==> config.mk <==
export PLATFORM = sky130hd
export DESIGN_NAME = enigma_ctrl_flat
export DESIGN_NICKNAME = d
export VERILOG_FILES = /design/src/rtl/enigma_ctrl_if.sv /design/src/rtl/enigma_ctrl.sv /design/src/flat_wrapper.sv
export SDC_FILE = /design/constraint.sdc
export NUM_CORES = 1
export LEC_CHECK = 0
export CAP_MARGIN = 20
export CORE_MARGIN = 1
export CORE_UTILIZATION = 44
export CTS_CLUSTER_SIZE = 30
export DETAILED_ROUTE_END_ITERATION = 10
export HOLD_SLACK_MARGIN = 0.08
export PLACE_DENSITY = 0.77
export SLEW_MARGIN = 20
export SYNTH_ARGS = -nofsm -noshare
export SYNTH_HDL_FRONTEND = slang
export SYNTH_SLANG_ARGS = --single-unit
==> constraint.sdc <==
create_clock -name clk -period 1.6 [get_ports clk]
set_input_delay 0.16 -clock clk [delete_from_list [all_inputs] [get_ports clk]]
set_output_delay 0.16 -clock clk [all_outputs]
set_load 0.1 [all_outputs]
==> src/rtl/enigma_ctrl_if.sv <==
// Character streams between the message controller, its upstream/downstream and the cipher core.
// master = controller side; slave = everything the controller talks to.
interface enigma_ctrl_if;
  logic       in_valid;
  logic [4:0] in_char;
  logic       in_ready;
  logic       out_valid;
  logic [4:0] out_char;
  logic       out_last;
  logic       out_ready;
  logic       core_valid_in;
  logic [4:0] core_char_in;
  logic [4:0] core_char_out;
  logic       core_valid_out;

  modport master (
    input  in_valid, in_char, out_ready, core_char_out, core_valid_out,
    output in_ready, out_valid, out_char, out_last, core_valid_in, core_char_in
  );

  modport slave (
    output in_valid, in_char, out_ready, core_char_out, core_valid_out,
    input  in_ready, out_valid, out_char, out_last, core_valid_in, core_char_in
  );
endinterface

==> src/rtl/enigma_ctrl.sv <==
// Message sequencer for the 1-cycle cipher core: one char in flight, 3 cycles input-to-output.
// Backpressure: in_ready only in FETCH; out_char/out_last hold while out_ready is low.
module enigma_ctrl #(
  parameter int LEN_W    = 8,
  parameter int WAIT_MAX = 4
) (
  input  logic             clk,
  input  logic             rst,
  input  logic             start,
  input  logic [LEN_W-1:0] msg_len,
  input  logic             abort,
  output logic             busy,
  output logic             done,
  output logic             err,
  enigma_ctrl_if.master    bus
);

  localparam int CNT_W = $clog2(WAIT_MAX + 1);
  localparam logic [CNT_W-1:0] WAIT_LAST = CNT_W'(WAIT_MAX - 1);
  localparam logic [4:0] MAX_CODE = 5'd25;

  typedef enum logic [2:0] {IDLE, FETCH, ISSUE, WAIT, EMIT, DONE} state_t;

  state_t           state, state_nxt;
  logic [4:0]       hold;
  logic [4:0]       result;
  logic [LEN_W-1:0] rem;
  logic [CNT_W-1:0] wcnt;
  logic             last_char;
  logic             timeout;

  assign last_char = (rem == LEN_W'(1));
  assign timeout   = (wcnt == WAIT_LAST);

  always_ff @(posedge clk or negedge rst) begin
    if (!rst) state <= IDLE;
    else      state <= state_nxt;
  end

  always_comb begin
    state_nxt         = state;
    bus.in_ready      = 1'b0;
    bus.out_valid     = 1'b0;
    bus.out_last      = 1'b0;
    bus.core_valid_in = 1'b0;
    case (state)
      IDLE: if (start) state_nxt = (msg_len == '0) ? DONE : FETCH;
      FETCH: begin
        // Refuse a character in the abort cycle so upstream never sees it consumed.
        bus.in_ready = !abort;
        if (bus.in_valid) state_nxt = (bus.in_char > MAX_CODE) ? EMIT : ISSUE;
      end
      ISSUE: begin
        bus.core_valid_in = 1'b1;
        state_nxt         = WAIT;
      end
      WAIT: if (bus.core_valid_out || timeout) state_nxt = EMIT;
      EMIT: begin
        bus.out_valid = 1'b1;
        bus.out_last  = last_char;
        if (bus.out_ready) state_nxt = last_char ? DONE : FETCH;
      end
      DONE:    state_nxt = IDLE;
      default: state_nxt = IDLE;
    endcase
    if (abort) state_nxt = IDLE;
  end

  assign bus.out_char     = result;
  assign bus.core_char_in = hold;
  assign busy             = (state != IDLE);
  assign done             = (state == DONE);

  always_ff @(posedge clk or negedge rst) begin
    if (!rst) begin
      hold   <= '0;
      result <= '0;
      rem    <= '0;
      wcnt   <= '0;
      err    <= 1'b0;
    end else if (!abort) begin
      case (state)
        IDLE: if (start) begin
          err <= 1'b0;
          rem <= msg_len;
        end
        FETCH: if (bus.in_valid) begin
          hold <= bus.in_char;
          // Codes the core cannot encipher pass straight through and flag the message.
          if (bus.in_char > MAX_CODE) begin
            result <= bus.in_char;
            err    <= 1'b1;
          end
        end
        ISSUE: wcnt <= '0;
        WAIT: begin
          if (bus.core_valid_out) begin
            result <= bus.core_char_out;
          end else begin
            wcnt <= wcnt + CNT_W'(1);
            if (timeout) begin
              result <= hold;
              err    <= 1'b1;
            end
          end
        end
        EMIT: if (bus.out_ready) rem <= rem - LEN_W'(1);
        default: ;
      endcase
    end
  end

endmodule

==> src/flat_wrapper.sv <==
// flat-port wrapper written by rule: the top's interface ports become plain ports
module enigma_ctrl_flat 
#(
  parameter int LEN_W    = 8,
  parameter int WAIT_MAX = 4
)
  (clk, rst, start, msg_len, abort, busy, done, err, bus_in_valid, bus_in_char, bus_out_ready, bus_core_char_out, bus_core_valid_out, bus_in_ready, bus_out_valid, bus_out_char, bus_out_last, bus_core_valid_in, bus_core_char_in);
  enigma_ctrl_if bus_i ();
  input  logic clk;
  input  logic rst;
  input  logic start;
  input  logic [LEN_W-1:0] msg_len;
  input  logic abort;
  output logic busy;
  output logic done;
  output logic err;
  input wire logic [$bits(bus_i.in_valid)-1:0] bus_in_valid;
  input wire logic [$bits(bus_i.in_char)-1:0] bus_in_char;
  input wire logic [$bits(bus_i.out_ready)-1:0] bus_out_ready;
  input wire logic [$bits(bus_i.core_char_out)-1:0] bus_core_char_out;
  input wire logic [$bits(bus_i.core_valid_out)-1:0] bus_core_valid_out;
  output wire logic [$bits(bus_i.in_ready)-1:0] bus_in_ready;
  output wire logic [$bits(bus_i.out_valid)-1:0] bus_out_valid;
  output wire logic [$bits(bus_i.out_char)-1:0] bus_out_char;
  output wire logic [$bits(bus_i.out_last)-1:0] bus_out_last;
  output wire logic [$bits(bus_i.core_valid_in)-1:0] bus_core_valid_in;
  output wire logic [$bits(bus_i.core_char_in)-1:0] bus_core_char_in;
  assign bus_i.in_valid = bus_in_valid;
  assign bus_i.in_char = bus_in_char;
  assign bus_i.out_ready = bus_out_ready;
  assign bus_i.core_char_out = bus_core_char_out;
  assign bus_i.core_valid_out = bus_core_valid_out;
  assign bus_in_ready = bus_i.in_ready;
  assign bus_out_valid = bus_i.out_valid;
  assign bus_out_char = bus_i.out_char;
  assign bus_out_last = bus_i.out_last;
  assign bus_core_valid_in = bus_i.core_valid_in;
  assign bus_core_char_in = bus_i.core_char_in;
  enigma_ctrl #(.LEN_W(LEN_W), .WAIT_MAX(WAIT_MAX)) u_core (.clk(clk), .rst(rst), .start(start), .msg_len(msg_len), .abort(abort), .busy(busy), .done(done), .err(err), .bus(bus_i));
endmodule
==> summary.txt, run 1 <==
========================================================================================================
Crit path required time ...................................................................      1.44 ns
Reg2Reg Setup Slack .......................................................................     -0.10 ns
Total of warnings raised by yosys .........................................................            0
Net count of the mapped netlist ...........................................................          206
Horizontal die dimension ..................................................................     62.14 µm
Net total in the final layout .............................................................          284
Routability congestion estimate from global placement .....................................       0.8907
Async set-reset flop share out of synthesis ...............................................       100.0%
Deepest level of the CTS H-tree ...........................................................            1
Post-Route Hold Slack .....................................................................    0.1718 ns
Peak fanout along the critical path .......................................................            3
Crit path time final ......................................................................     1.816 ns
Number of antenna violations at the first check in global routing .........................            1
Die outline area ..........................................................................     3861 µm²
Crit path arrival time ....................................................................      1.66 ns
Total clock buffers created by CTS ........................................................            3
Number of flops mapped to enable cells by yosys ...........................................            0
Wire per inst .............................................................................     18.23 µm
First-pass GRT wire length ................................................................      8031 µm
Number of top-level pins ..................................................................           42
Post-DRT Antenna Nets .....................................................................            0
Total global routing track utilization ....................................................       26.86%
Number of global-route vias before repair .................................................         1756
Number of buffers added on ports ..........................................................           41
Share of Yosys cell area claimed by the top area cell type ................................       39.31%
Violated checks ........................................................................... setup timing
Number of hold violations in the final report .............................................            0
RSZ-0062 raised after global routing ......................................................         true
Register bit count reported by yosys ......................................................           25
Capturing point of the worst reg2reg path ................................................. u_core.rem[7]$_DFFE_PN0P_
Kind of end point of the critical path ....................................................  output port
Count of vias placed by the detailed router ...............................................         1768
Clock latency at the later pin of the worst-skew pair .....................................      0.34 ns
Measured slew at the worst slew-check pin .................................................    0.4394 ns
Router iterations before antenna repair ...................................................            4
Routed wire length ........................................................................      5487 µm
Final count of negative-setup-slack endpoints .............................................           13
Post-CTS clock slew at the launch and capture registers of the worst setup and hold paths .      0.15 ns
Portion of the clock cycle consumed by the worst path in the final layout .................       113.5%
Final count of pins violating max slew ....................................................            0
Average vias per placed instance ..........................................................        5.874
Status .................................................................................... finished with violations
Kind of launch point of the worst setup path ..............................................         flop
Core area .................................................................................     3390 µm²
Startpoint-to-endpoint class of the critical path ......................................... flop to output port
CTS Hold Bufs .............................................................................            0
Fraction of final layout cells with drive strength greater than 1 .........................       40.16%
Yosys cell types ..........................................................................           41
Total congestion overflow .................................................................            0
Worst reg2reg startpoint .................................................................. u_core.state[0]$_DFFE_PN0P_
Synth Cell Area ...........................................................................     1592 µm²
Fraction of the yosys area taken by sequential cells ......................................       39.31%
Relative slew slack .......................................................................       70.43%
Number of cells produced by synthesis .....................................................          177
Number of design-rule violations left by the first detailed-router iteration ..............          123
Synthesis-to-finish area growth ...........................................................       70.44%
Synth area leader ......................................................................... sky130_fd_sc_hd__dfrtp_1
Count of maximum capacitance violations ...................................................            0
Initial core utilization ..................................................................       46.95%
Class of the tightest hold or removal check ............................................... input port to asynchronous set/reset pin
Power density of the placed cells .........................................................  1271 nW/µm²
Synth Flop Type ........................................................................... sky130_fd_sc_hd__dfrtp_1
Largest cells by area after synthesis ..................................................... sky130_fd_sc_hd__dfrtp_1 (39%), sky130_fd_sc_hd__mux2i_1 (7.5%), sky130_fd_sc_hd__a21oi_1 (5.0%)
Standby leakage power .....................................................................     1.192 nW
Worst setup slack before clock tree synthesis .............................................   -0.1607 ns
TritonCTS clock tree ......................................................................          yes
Worst supply voltage drop on vdd ..........................................................     1.419 mV
Final critical-path setup slack ...........................................................   -0.2164 ns
Worst-case clock skew .....................................................................  0.008021 ns
DP HPWL ...................................................................................      3449 µm
Rows ......................................................................................           21
Clk Tree Root Cell ........................................................................ sky130_fd_sc_hd__clkbuf_4
Residual DRC count ........................................................................            0
Mapped Avg Cell Area ......................................................................    8.992 µm²
Pin count of the biggest net entering global routing ......................................           26
Overall die height ........................................................................     62.14 µm
Depth of the worst register-to-register path ..............................................            7
Maximum clock path buffer count ...........................................................            2
Peak Freq .................................................................................   0.5505 GHz
Number of sinks on the clock net ..........................................................           25
========================================================================================================
timing repair:
action	in CTS	in global routing
setup buffers	8	5
pin swaps	5	7
endpoints found under the hold margin	0	0
gates cloned	0	1
setup endpoints to repair	14	25
resized for setup	21	27
cell usage in the layout, fill, tap and decap left out, types with 2 or more instances in the layout:
| master | instances |
|---|---|
| sky130_fd_sc_hd__ha_1 | 3 |
| sky130_fd_sc_hd__a21oi_1 | 15 |
| sky130_fd_sc_hd__a31oi_1 | 2 |
| sky130_fd_sc_hd__nor3_1 | 4 |
| sky130_fd_sc_hd__a32oi_1 | 2 |
| sky130_fd_sc_hd__nand3_1 | 2 |
| sky130_fd_sc_hd__a2bb2oi_1 | 2 |
| sky130_fd_sc_hd__nor3b_2 | 2 |
| sky130_fd_sc_hd__nand2_2 | 3 |
| sky130_fd_sc_hd__nand3b_1 | 2 |
| sky130_fd_sc_hd__nor4_2 | 2 |
| sky130_fd_sc_hd__or4_4 | 2 |
| sky130_fd_sc_hd__o21ai_0 | 4 |
| sky130_fd_sc_hd__buf_4 | 29 |
| sky130_fd_sc_hd__buf_12 | 17 |
| sky130_fd_sc_hd__or3_4 | 2 |
| sky130_fd_sc_hd__nand2_1 | 6 |
| sky130_fd_sc_hd__mux2i_1 | 12 |
| sky130_fd_sc_hd__clkbuf_4 | 3 |
| sky130_fd_sc_hd__clkdlybuf4s50_1 | 24 |
| sky130_fd_sc_hd__o21ai_1 | 15 |
| sky130_fd_sc_hd__or3b_4 | 2 |
| sky130_fd_sc_hd__nor4_1 | 2 |
| sky130_fd_sc_hd__inv_1 | 12 |
| sky130_fd_sc_hd__dfrtp_1 | 24 |
| sky130_fd_sc_hd__o211ai_1 | 2 |
| sky130_fd_sc_hd__buf_6 | 13 |
| sky130_fd_sc_hd__a21oi_2 | 2 |
| sky130_fd_sc_hd__mux2_2 | 5 |
| sky130_fd_sc_hd__nor2_1 | 12 |
| sky130_fd_sc_hd__nor2_4 | 3 |
| sky130_fd_sc_hd__and3_4 | 2 |
worst max-delay path by stage:
stage               cells past startpoint                                      to                   startpoint
floorplan                               7             u_core.state[2]$_DFFE_PN0P_  u_core.state[0]$_DFFE_PN0P_
global placement                        5  u_core.bus.core_char_in[0]$_DFFE_PN0P_                        abort
detailed placement                      5  u_core.bus.core_char_in[2]$_DFFE_PN0P_                        abort
CTS                                     4                            bus_out_last  u_core.state[0]$_DFFE_PN0P_
global route                            4                            bus_out_last  u_core.state[0]$_DFFE_PN0P_
finish                                  4                            bus_out_last  u_core.state[0]$_DFFE_PN0P_
cell usage after synthesis (4+ instances only):
library cell               instances
sky130_fd_sc_hd__o21ai_1          12
sky130_fd_sc_hd__nor4_1            4
sky130_fd_sc_hd__nand2_1           9
sky130_fd_sc_hd__clkbuf_1          5
sky130_fd_sc_hd__inv_1            13
sky130_fd_sc_hd__mux2i_1          12
sky130_fd_sc_hd__o21ai_0           7
sky130_fd_sc_hd__a21oi_1          16
sky130_fd_sc_hd__ha_1              4
sky130_fd_sc_hd__mux2_2            5
sky130_fd_sc_hd__nor2_1           16
sky130_fd_sc_hd__nor3_1            6
sky130_fd_sc_hd__dfrtp_1          25
registers in the layout, indices dropped and copies added (netlist names):
signal,count
u_core.bus.out_char,5
u_core.bus.core_char_in,5
u_core.err,1
u_core.rem,8
u_core.wcnt,3
u_core.state,3
critical path, stage by stage, from the launching register on:
cell                       delay (ns)
sky130_fd_sc_hd__dfrtp_1         0.40
sky130_fd_sc_hd__or3b_4          0.45
sky130_fd_sc_hd__clkinv_8        0.07
sky130_fd_sc_hd__and4_4          0.23
sky130_fd_sc_hd__buf_12          0.17
kinds of logic after synthesis:
family / Yosys count / synth area share (%)
adders and majority gates: 4 / 3.145
buffers and inverters: 25 / 8.334
DFF: 25 / 39.31
and+or+nand+nor: 54 / 18.24
muxes: 17 / 11.08
AOI/OAI and AO/OA: 52 / 19.89
cell type report:
type	count	area, µm²
Antenna cell	1	2.502
Clock buffer	4	26.28
Fill cell	180	676.9
Inverter	14	67.56
Multi-Input combinational cell	128	987.2
Sequential cell	25	626.9
Tap cell	46	57.56
Timing Repair Buffer	83	944.7
metrics by stage:
step | area [µm²] | util (%) | setup TNS [ns] | std cells | power, mW
detailed placement | 2406 | 70.99 | -1.589 | 283 | 2.963
global placement | 2406 | 70.99 | -0.6636 | 283 | 2.889
CTS | 2561 | 75.56 | -0.4662 | 294 | 3.317
finish | 2713 | 80.03 | -0.9778 | 301 | 3.448
global route | 2713 | 80.03 | -1.721 | 301 | 3.580
floorplan | 1624 | - | -1.071 | 177 | 2.156
report_power, final:
part           switching [mW]  internal [mW]  total [mW]
registers               0.226          0.815        1.04
logic                    1.27          0.832        2.10
clock network           0.209         0.0981       0.307
total                    1.70           1.75        3.45
routing by layer:
| metal | part of all wire [%] | vias to the layer above | GRT usage, % |
|---|---|---|---|
| met5 | 0 | - | 0 |
| met2 | 52 | 102 | 45.60 |
| li1 | - | 799 | - |
| met1 | 38 | 851 | 31.61 |
| met3 | 6.7 | 16 | 3.309 |
| met4 | 2.9 | 0 | 18.31 |
Note: power is estimated with default switching activity, not from simulation.
==> inputs of run 2 (changes only) <==
Settings changed: GPL_ROUTABILITY_DRIVEN from default to 0.
==> results of run 2 <==
Final layout, timing and power as in run 1 (identical DEF).
